### src/rtl/fpu_pkg.sv
// Shared FPU issue-side definitions.
// Holds the arbiter state encoding, common single-precision constants and
// the rounding-mode codes used by the FPU issue arbiters (sqrt, divide).
// No ports: this is a package imported with `import fpu_pkg::*`.
package fpu_pkg;

  // Sequencer states of the shared-unit issue arbiters.
  typedef enum logic [1:0] {
    ST_IDLE   = 2'd0,
    ST_LAUNCH = 2'd1,
    ST_WAIT   = 2'd2,
    ST_RESP   = 2'd3
  } arb_state_e;

  // Single-precision special values.
  localparam logic [31:0] FP32_QNAN = 32'h7fc00000;
  localparam logic [31:0] FP32_PINF = 32'h7f800000;
  localparam logic [31:0] FP32_ZERO = 32'h00000000;

  // Rounding-mode codes as carried on the issue ports.
  localparam logic [1:0] RM_RN = 2'b00;
  localparam logic [1:0] RM_RZ = 2'b01;
  localparam logic [1:0] RM_RP = 2'b10;
  localparam logic [1:0] RM_RM = 2'b11;

  // One-hot grant vector for a two-way arbiter given the winning port id.
  function automatic logic [1:0] onehot2(input logic id);
    return id ? 2'b10 : 2'b01;
  endfunction

endpackage

### src/rtl/fsqrt_issue_arbiter_rr_arb2.sv
// rr_arb2: two-way round-robin grant with a registered last-winner pointer.
// Ports:
//   clock, resetn : clock and synchronous active-low reset
//   req_i[1:0]    : per-port request
//   en_i          : grant allowed this cycle
//   gnt_o[1:0]    : one-hot grant (zero when disabled or nothing requested)
//   gnt_id_o      : index of the port that would win
// The pointer resets to 1 so that port 0 wins the first contended grant.
module rr_arb2
  import fpu_pkg::*;
(
  input  logic       clock,
  input  logic       resetn,
  input  logic [1:0] req_i,
  input  logic       en_i,
  output logic [1:0] gnt_o,
  output logic       gnt_id_o
);

  logic lastQ;
  logic prefer;

  assign prefer = ~lastQ;

  // The port that did not win last time has priority; otherwise fall back
  // to the other port.
  always_comb begin
    gnt_id_o = req_i[prefer] ? prefer : lastQ;
    gnt_o    = 2'b00;
    if (en_i && (|req_i)) begin
      gnt_o = onehot2(gnt_id_o);
    end
  end

  // The pointer only moves when a grant is actually issued.
  always_ff @(posedge clock) begin
    if (!resetn) begin
      lastQ <= 1'b1;
    end else if (|gnt_o) begin
      lastQ <= gnt_id_o;
    end
  end

endmodule

### src/rtl/fsqrt_issue_arbiter.sv
// fsqrt_issue_arbiter: shares one iterative square-root unit between the
// integer-pipe FPU issue stage (port 0) and the vector/helper port (port 1).
// One operation is in flight at a time: grant, launch, wait, respond.
// Ports:
//   clock, resetn          : clock, synchronous active-low reset
//   req_valid/req_ready    : per-port request handshake (ready one-hot or 0)
//   req0_d/req0_rm         : port 0 operand and rounding mode
//   req1_d/req1_rm         : port 1 operand and rounding mode
//   u_d/u_rm/u_start       : registered operand, rounding mode, launch pulse
//   u_busy/u_done/u_s      : unit status, result-valid pulse and result
//   resp_valid/resp_id/resp_s/resp_err/resp_ready : result handshake
//   stall                  : per-port req_valid & ~req_ready
module fsqrt_issue_arbiter
  import fpu_pkg::*;
#(
  parameter int unsigned TIMEOUT_CYC = 40,
  parameter logic [31:0] NAN_PATTERN = FP32_QNAN
) (
  input  logic        clock,
  input  logic        resetn,
  input  logic [1:0]  req_valid,
  output logic [1:0]  req_ready,
  input  logic [31:0] req0_d,
  input  logic [1:0]  req0_rm,
  input  logic [31:0] req1_d,
  input  logic [1:0]  req1_rm,
  output logic [31:0] u_d,
  output logic [1:0]  u_rm,
  output logic        u_start,
  input  logic        u_busy,
  input  logic        u_done,
  input  logic [31:0] u_s,
  output logic        resp_valid,
  output logic        resp_id,
  output logic [31:0] resp_s,
  output logic        resp_err,
  input  logic        resp_ready,
  output logic [1:0]  stall
);

  localparam int unsigned CNT_W = $clog2(TIMEOUT_CYC) + 1;
  localparam logic [CNT_W-1:0] CNT_MAX = '1;
  localparam logic [CNT_W-1:0] TO_LAST = CNT_W'(TIMEOUT_CYC - 1);

  arb_state_e       state_q;
  logic             owner_q;
  logic [31:0]      u_d_q;
  logic [1:0]       u_rm_q;
  logic             u_start_q;
  logic             resp_valid_q;
  logic             resp_id_q;
  logic [31:0]      resp_s_q;
  logic             resp_err_q;
  logic [CNT_W-1:0] cnt_q;
  logic [CNT_W-1:0] cnt_d;
  logic             timeoutHit;
  logic             arbEn;
  logic             gntId;

  // Grants are only possible in IDLE with the unit free; holding reset
  // also masks them so ready reads zero while resetn is low.
  assign arbEn = resetn && (state_q == ST_IDLE) && !u_busy;

  rr_arb2 u_arb (
    .clock    (clock),
    .resetn   (resetn),
    .req_i    (req_valid),
    .en_i     (arbEn),
    .gnt_o    (req_ready),
    .gnt_id_o (gntId)
  );

  assign stall = req_valid & ~req_ready;

  // Saturating watchdog count. The abort fires when the incremented value
  // reaches TIMEOUT_CYC-1, which puts resp_valid exactly TIMEOUT_CYC
  // cycles after the u_start cycle.
  assign cnt_d      = (cnt_q == CNT_MAX) ? cnt_q : cnt_q + 1'b1;
  assign timeoutHit = (cnt_d >= TO_LAST);

  // Sequencer with all unit-side and response outputs registered.
  always_ff @(posedge clock) begin
    if (!resetn) begin
      state_q      <= ST_IDLE;
      owner_q      <= 1'b0;
      u_d_q        <= '0;
      u_rm_q       <= '0;
      u_start_q    <= 1'b0;
      resp_valid_q <= 1'b0;
      resp_id_q    <= 1'b0;
      resp_s_q     <= '0;
      resp_err_q   <= 1'b0;
      cnt_q        <= '0;
    end else begin
      u_start_q <= 1'b0;
      unique case (state_q)
        ST_IDLE: begin
          if (|req_ready) begin
            u_d_q     <= gntId ? req1_d : req0_d;
            u_rm_q    <= gntId ? req1_rm : req0_rm;
            owner_q   <= gntId;
            u_start_q <= 1'b1;
            state_q   <= ST_LAUNCH;
          end
        end
        ST_LAUNCH: begin
          cnt_q   <= '0;
          state_q <= ST_WAIT;
        end
        ST_WAIT: begin
          cnt_q <= cnt_d;
          // A real result beats the watchdog when both land together.
          if (u_done) begin
            resp_s_q     <= u_s;
            resp_err_q   <= 1'b0;
            resp_id_q    <= owner_q;
            resp_valid_q <= 1'b1;
            state_q      <= ST_RESP;
          end else if (timeoutHit) begin
            resp_s_q     <= NAN_PATTERN;
            resp_err_q   <= 1'b1;
            resp_id_q    <= owner_q;
            resp_valid_q <= 1'b1;
            state_q      <= ST_RESP;
          end
        end
        ST_RESP: begin
          if (resp_ready) begin
            resp_valid_q <= 1'b0;
            state_q      <= ST_IDLE;
          end
        end
        default: state_q <= ST_IDLE;
      endcase
    end
  end

  assign u_d        = u_d_q;
  assign u_rm       = u_rm_q;
  assign u_start    = u_start_q;
  assign resp_valid = resp_valid_q;
  assign resp_id    = resp_id_q;
  assign resp_s     = resp_s_q;
  assign resp_err   = resp_err_q;

endmodule

### config.mk
export PLATFORM = sky130hd
export DESIGN_NAME = fsqrt_issue_arbiter
export DESIGN_NICKNAME = d
export VERILOG_FILES = /design/src/rtl/fpu_pkg.sv /design/src/rtl/fsqrt_issue_arbiter_rr_arb2.sv /design/src/rtl/fsqrt_issue_arbiter.sv
export SDC_FILE = /design/constraint.sdc
export NUM_CORES = 1
export LEC_CHECK = 0
export ABC_AREA = 1
export CAP_MARGIN = 20
export CORE_MARGIN = 4
export CORE_UTILIZATION = 43
export CTS_CLUSTER_SIZE = 28
export DETAILED_ROUTE_END_ITERATION = 8
export HOLD_SLACK_MARGIN = 0.1
export PLACE_DENSITY = 0.88
export RECOVER_POWER = 50
export SLEW_MARGIN = 15
export SYNTH_ARGS = -nofsm -noshare
export SYNTH_HDL_FRONTEND = slang
export SYNTH_SLANG_ARGS = --single-unit
### constraint.sdc
create_clock -name clock -period 4.2 [get_ports clock]
set_input_delay 1.26 -clock clock [delete_from_list [all_inputs] [get_ports clock]]
set_output_delay 1.26 -clock clock [all_outputs]
set_load 0.05 [all_outputs]
## Word level (Yosys, flattened, before mapping)

Index checks and enable logic that the tools add are counted.

- Mux-type cells: 24
- Add/sub/neg operators: 1
- Eq/ne operators: 7
- Order comparisons: 2
- Bitwise logic cells: 3
- Reduce and logical (&&, ||, !) cells: 15

Operator list:

| kind | count |
|---|---|
| $mux W32 | 3 |
| $mux W2 | 7 |
| $pmux W7 S2 | 1 |
| $mux W1 | 10 |
| $pmux W2 S4 | 1 |
| $add A7 B1 Y7 const B | 1 |
| $eq A7 B7 Y1 const B | 1 |
| $ge A7 B6 Y1 const B | 1 |
| $mux W7 | 1 |
| $reduce_and A2 Y1 | 3 |
| $reduce_and A3 Y1 | 2 |
| $reduce_bool A2 Y1 | 3 |
| $eq A2 B2 Y1 const B | 2 |
| $reduce_or A2 Y1 | 2 |
| $logic_and A1 B1 Y1 | 3 |
| $ne A3 B3 Y1 const B | 1 |
| $and A2 B2 Y2 | 1 |
| $eq A2 B1 Y1 const B | 1 |
| $logic_not A2 Y1 | 1 |
| $lt A1 B2 Y1 const B | 1 |
| $ne A2 B1 Y1 const B | 1 |
| $ne A2 B2 Y1 const B | 1 |
| $not A2 Y2 | 1 |
| $pmux W1 S2 | 1 |
| other kinds (2) | 2 |

- Flip-flop bits (word level): 81
- Logic and storage cells: 63
- Bits of input ports: 107

## Longest topological paths before layout

Gate-level depths: netlist of the first run.

- Depth after elaboration: 9
- Mapped depth: 14
- Depth with buffers taken out: 13

## Modules after synthesis

Synthesis of the first run repeated with hierarchy kept, for this count alone.

- Cells, all modules: 497
- Area, all modules: 3689.8 sq um

Modules (own cells, without submodules):

| module | seq. area each (sq um) | instances | cells each | area each (sq um) |
|---|---|---|---|---|
| fsqrt_issue_arbiter | 1601.5 | 1 | 482 | 3604.7 |
| rr_arb2 | 20.0 | 1 | 15 | 85.1 |

## Least setup slack after synthesis of the first run

No wires, ideal clock.

- Kind: input-to-output
- From: in req_valid[1]
- To: out stall[0]
- Setup slack: 0.110 ns
- Arrival time: 2.830 ns
- Required time: 2.940 ns
- Stages: 6
- Path through: inv_1 -> or2_2 -> nand2_1 -> nor2_1 -> clkbuf_1 -> nor2_1

- Longest elaborated chain between the ends: 7
- Elaborated cells on any way between the ends: 9
- Classes of those cells: mux: 5; bitwise: 2; reduce/logical: 2

RTL lines:

| element | line | source |
|---|---|---|
| start, declared | fsqrt_issue_arbiter.sv:21 | `input logic [1:0] req_valid,` |
| $mux W1 (implied by the code) (2 in a row) | fsqrt_issue_arbiter_rr_arb2.sv:28 | `gnt_id_o = req_i[prefer] ? prefer : lastQ;` |
| $mux W1 | fsqrt_issue_arbiter_rr_arb2.sv:28 |  |
| $mux W2 | fpu_pkg.sv:28 | `return id ? 2'b10 : 2'b01;` |
| $mux W2 (*) | fsqrt_issue_arbiter_rr_arb2.sv:30 | `if (en_i && (\|req_i)) begin` |
| net req_ready[0] | fsqrt_issue_arbiter.sv:22 | `output logic [1:0] req_ready,` |
| $not A2 Y2 (*) | fsqrt_issue_arbiter.sv:73 | `assign stall = req_valid & ~req_ready;` |
| $and A2 B2 Y2 (*) | fsqrt_issue_arbiter.sv:73 |  |
| end, declared | fsqrt_issue_arbiter.sv:38 | `output logic [1:0] stall` |

The timed path passes the listed nets; every way through them passes the cells marked *. The select of a mux whose other input is x is not followed.

## Worst setup path in the final report of the first run

- From: in resetn
- To: out stall[1]

- Longest elaborated chain between the ends: 6

RTL lines:

| element | line | source |
|---|---|---|
| start, declared | fsqrt_issue_arbiter.sv:20 | `input logic resetn,` |
| $logic_and A1 B1 Y1 (2 in a row) | fsqrt_issue_arbiter.sv:62 | `assign arbEn = resetn && (state_q == ST_IDLE) && !u_busy;` |
| $logic_and A1 B1 Y1 | fsqrt_issue_arbiter_rr_arb2.sv:30 |  |
| $mux W2 | fsqrt_issue_arbiter_rr_arb2.sv:30 |  |
| $not A2 Y2 | fsqrt_issue_arbiter.sv:73 |  |
| $and A2 B2 Y2 | fsqrt_issue_arbiter.sv:73 |  |

Every way passes these cells.

==> results.yml, run 1 <==
timing:
  drv_slew: 37
  period_share_pct: 95.4
  setup_tns_ps: 0
  worst_pin_slew_ps: 1670
  fmax_mhz: 250
  finalSetupViolCount: 0
  fin_crit_ps: 4010
  rsz0062_at_grt: "false"
  timing.clock.skew_ps: 12.4
  finalHoldViolCount: 0
  relSlewSlack_pct: -11.1
synthesis:
  ys_seq_elements: 81
  synth_top_area_share_pct: 46.8
  yosysSeqAreaShare_pct: 46.8
  synthTopCellsByArea: "dfxtp_1 47%, nand2_1 18%, a31oi_1 6.1%"
  synth_edf_count: 0
  async_flop_share_pct: 0
  yosys_most_used_dff: "dfxtp_1"
  syn_avg_cell_area_sq_um: 7.70
  synth_cells: 450
  yosysUniqueCellTypes: 26
  synth_top_cell_by_area: "dfxtp_1"
  ys.warnings.count: 0
  syn_nets: 562
  syn_area_sq_um: 3460
critical_path:
  critPathMaxStageDelay_ps: 480
  required_ps: 2940
  path_class: "primary input to output pin"
  critPathMaxFanout: 4
  cp-start-kind: "primary input"
  startpoint: "resetn"
  arrival_ps: 2750
  path_common_cell: "nor2_1"
  r2r-start: "state_q[1]$_SDFFE_PN0P_"
  worstPathCellList: "clkdlybuf4s50_1, nand2_1, nor2_1, o21ai_2, a21oi_2, nor2_1, buf_4"
  cp_slowest_cell: "clkdlybuf4s50_1"
  crit_path_end_kind: "output pin"
floorplanning:
  rows: 32
  die_x_microns: 97.7
  die_area_sq_um: 9550
  initial_utilization_pct: 44.6
  dieHeight_microns: 97.7
  core_area_sq_um: 7770
  io_pins: 181
flow_run:
  max_cap_violations: 1
power_and_ir_drop:
  seqPwrFrac_pct: 37.6
  p_per_area_nw_per_um2: 437
  power.internal_mw: 1.50
  p_leak_nw: 1.99
  irDropWorstVdd_uv: 242
  power_switching_mw: 0.897
  switching_share_pct: 37.4
  power_frac_clock_pct: 27.3
  comb_power_share_pct: 35.2
clock_network:
  numCtsBuffers: 9
  clockBufferDepth: 2
  cts_sinks: 81
  cts_root_buf: "clkbuf_8"
  clk_latency_ps: 350
  htreeDepth: 3
  ctsHoldBuffers: 0
  clk_pin_slew_ps: 90
  ctsResizeCount: 0
  tritoncts: "built"
  cts_setup_buffers: 0
final_layout:
  n_antenna_cell: 0
  layout_common_cells: "166 x nand2_1, 152 x clkdlybuf4s50_1, 81 x dfxtp_1"
  final_common_cell: "nand2_1"
  drive_above_1_share_pct: 9.54
  fin_nets: 736
  area_growth_pct: 58.7
  fill_cells: 629
  final_area_sq_um: 5500
global_routing:
  grtUsageTotal_pct: 21.9
  antenna_found_initial: 0
  grt_pass1_vias: 3751
  grt_max_degree: 37
  grt_remaining_overflow: 0
  grt_pass1_wl_microns: 17100
route:
  wl_met3_microns: 919
  wl_microns: 10500
  dr.pass1.iters: 5
  ant_nets: 0
  routedWlPerCell_microns: 14.3
  met2_length_microns: 5150
  dr.first_iter.drc_count: 127
  dr.max_layer_used: "met4"
  met1Wirelength_microns: 4110
  via_per_inst: 5.05
  vias: 3695
  remaining_drc_errors: 0
place:
  placed_cell_area_sq_um: 5330
  gp_congestion: 0.883
  io_buffers: 180
  dp_hpwl_microns: 7850
status:
  violations: "capacitance limit, slew limit"
  status: "finished with violations"
min_path:
  hold_path.class: "flop to flop"
  min_from: "resp_s[22]$_SDFFE_PN0P_"
## worst max-delay path: cells and delay by family
kind | cells | cell delay, ps
compound gates | 2 | 400
buf+inv | 2 | 670
simple gates | 3 | 420
## cell usage after synthesis, drive strengths merged, types with 5 or more instances
master and count:
a21oi 45, clkbuf 14, a31oi 34, nor2 15, buf 11, dfxtp 81
ha 5, o21ai 14, nand3 10, inv 23, nand2 191
## cells by family (layout without fill, tap and decap cells)
kind of cell	after synthesis	in the layout	share of synthesized area, %
AO/OA/AOI/OAI	94	94	17.3
XOR/XNOR	2	2	0.506
adder cells (fa/ha/maj)	5	5	1.81
buffers and inverters	48	227	6.58
flip-flops	81	81	46.8
AND/OR/NAND/NOR	220	220	27.0
## flip-flops by register name (all words and copies together), names as in the netlist
| register | count |
|---|---|
| resp_s | 32 |
| u_start | 1 |
| cnt_q | 7 |
| resp_err | 1 |
| u_d | 32 |
| u_arb.lastQ | 1 |
| u_rm | 2 |
| resp_valid | 1 |
| owner_q | 1 |
| state_q | 2 |
| resp_id | 1 |
## per-layer routing
layer,track usage (%),up-vias
li1,-,1810
met1,24.0,1695
met2,38.4,160
met3,7.50,30
met4,9.27,0
met5,0,-
## final cells by class
| type | count | area [sq um] | area share, % |
|---|---|---|---|
| Sequential cell | 81 | 1620 | 29.5 |
| Multi-Input combinational cell | 321 | 1560 | 28.5 |
| Timing Repair Buffer | 188 | 1860 | 33.9 |
| Clock inverter | 7 | 110 | 2.00 |
| Inverter | 23 | 86.3 | 1.57 |
| Tap cell | 102 | 128 | 2.32 |
| Clock buffer | 9 | 124 | 2.25 |
## power groups by stage
stage	clock network [mW]	logic, mW	registers [mW]
after floorplan	0	0.300	1.17
after global placement	0	0.851	0.916
after detailed placement	0	0.866	0.920
after CTS	0.668	0.870	0.904
after global routing	0.706	0.897	0.913
final	0.654	0.844	0.903
## path summary, 6_finish.rpt
check	to	slack [ps]	depth (start not counted)
worst min-delay path	resp_s[22]$_SDFFE_PN0P_	450	2
worst max register to register	state_q[1]$_SDFFE_PN0P_	1260	10
worst max-delay path	stall[1]	190	7
worst min register to register	resp_s[22]$_SDFFE_PN0P_	450	2
## per-stage QoR
step	util [%]	setup slack, ps	std cells	hold WS (ps)	power [mW]
2_1_floorplan	-	110	450	471	1.47
3_3_place_gp	68.7	237	715	434	1.77
3_5_place_dp	68.7	195	715	442	1.79
5_1_grt	70.7	125	731	474	2.52
4_1_cts	71.7	189	731	455	2.44
6_report	70.7	193	731	452	2.40
No activity file was read; power rests on OpenSTA's default activity.
==> run 2, diff against run 1 <==
- GPL_ROUTABILITY_DRIVEN: not set -> 0
==> results of run 2 <==
Final layout, timing and power as in run 1 (identical DEF).
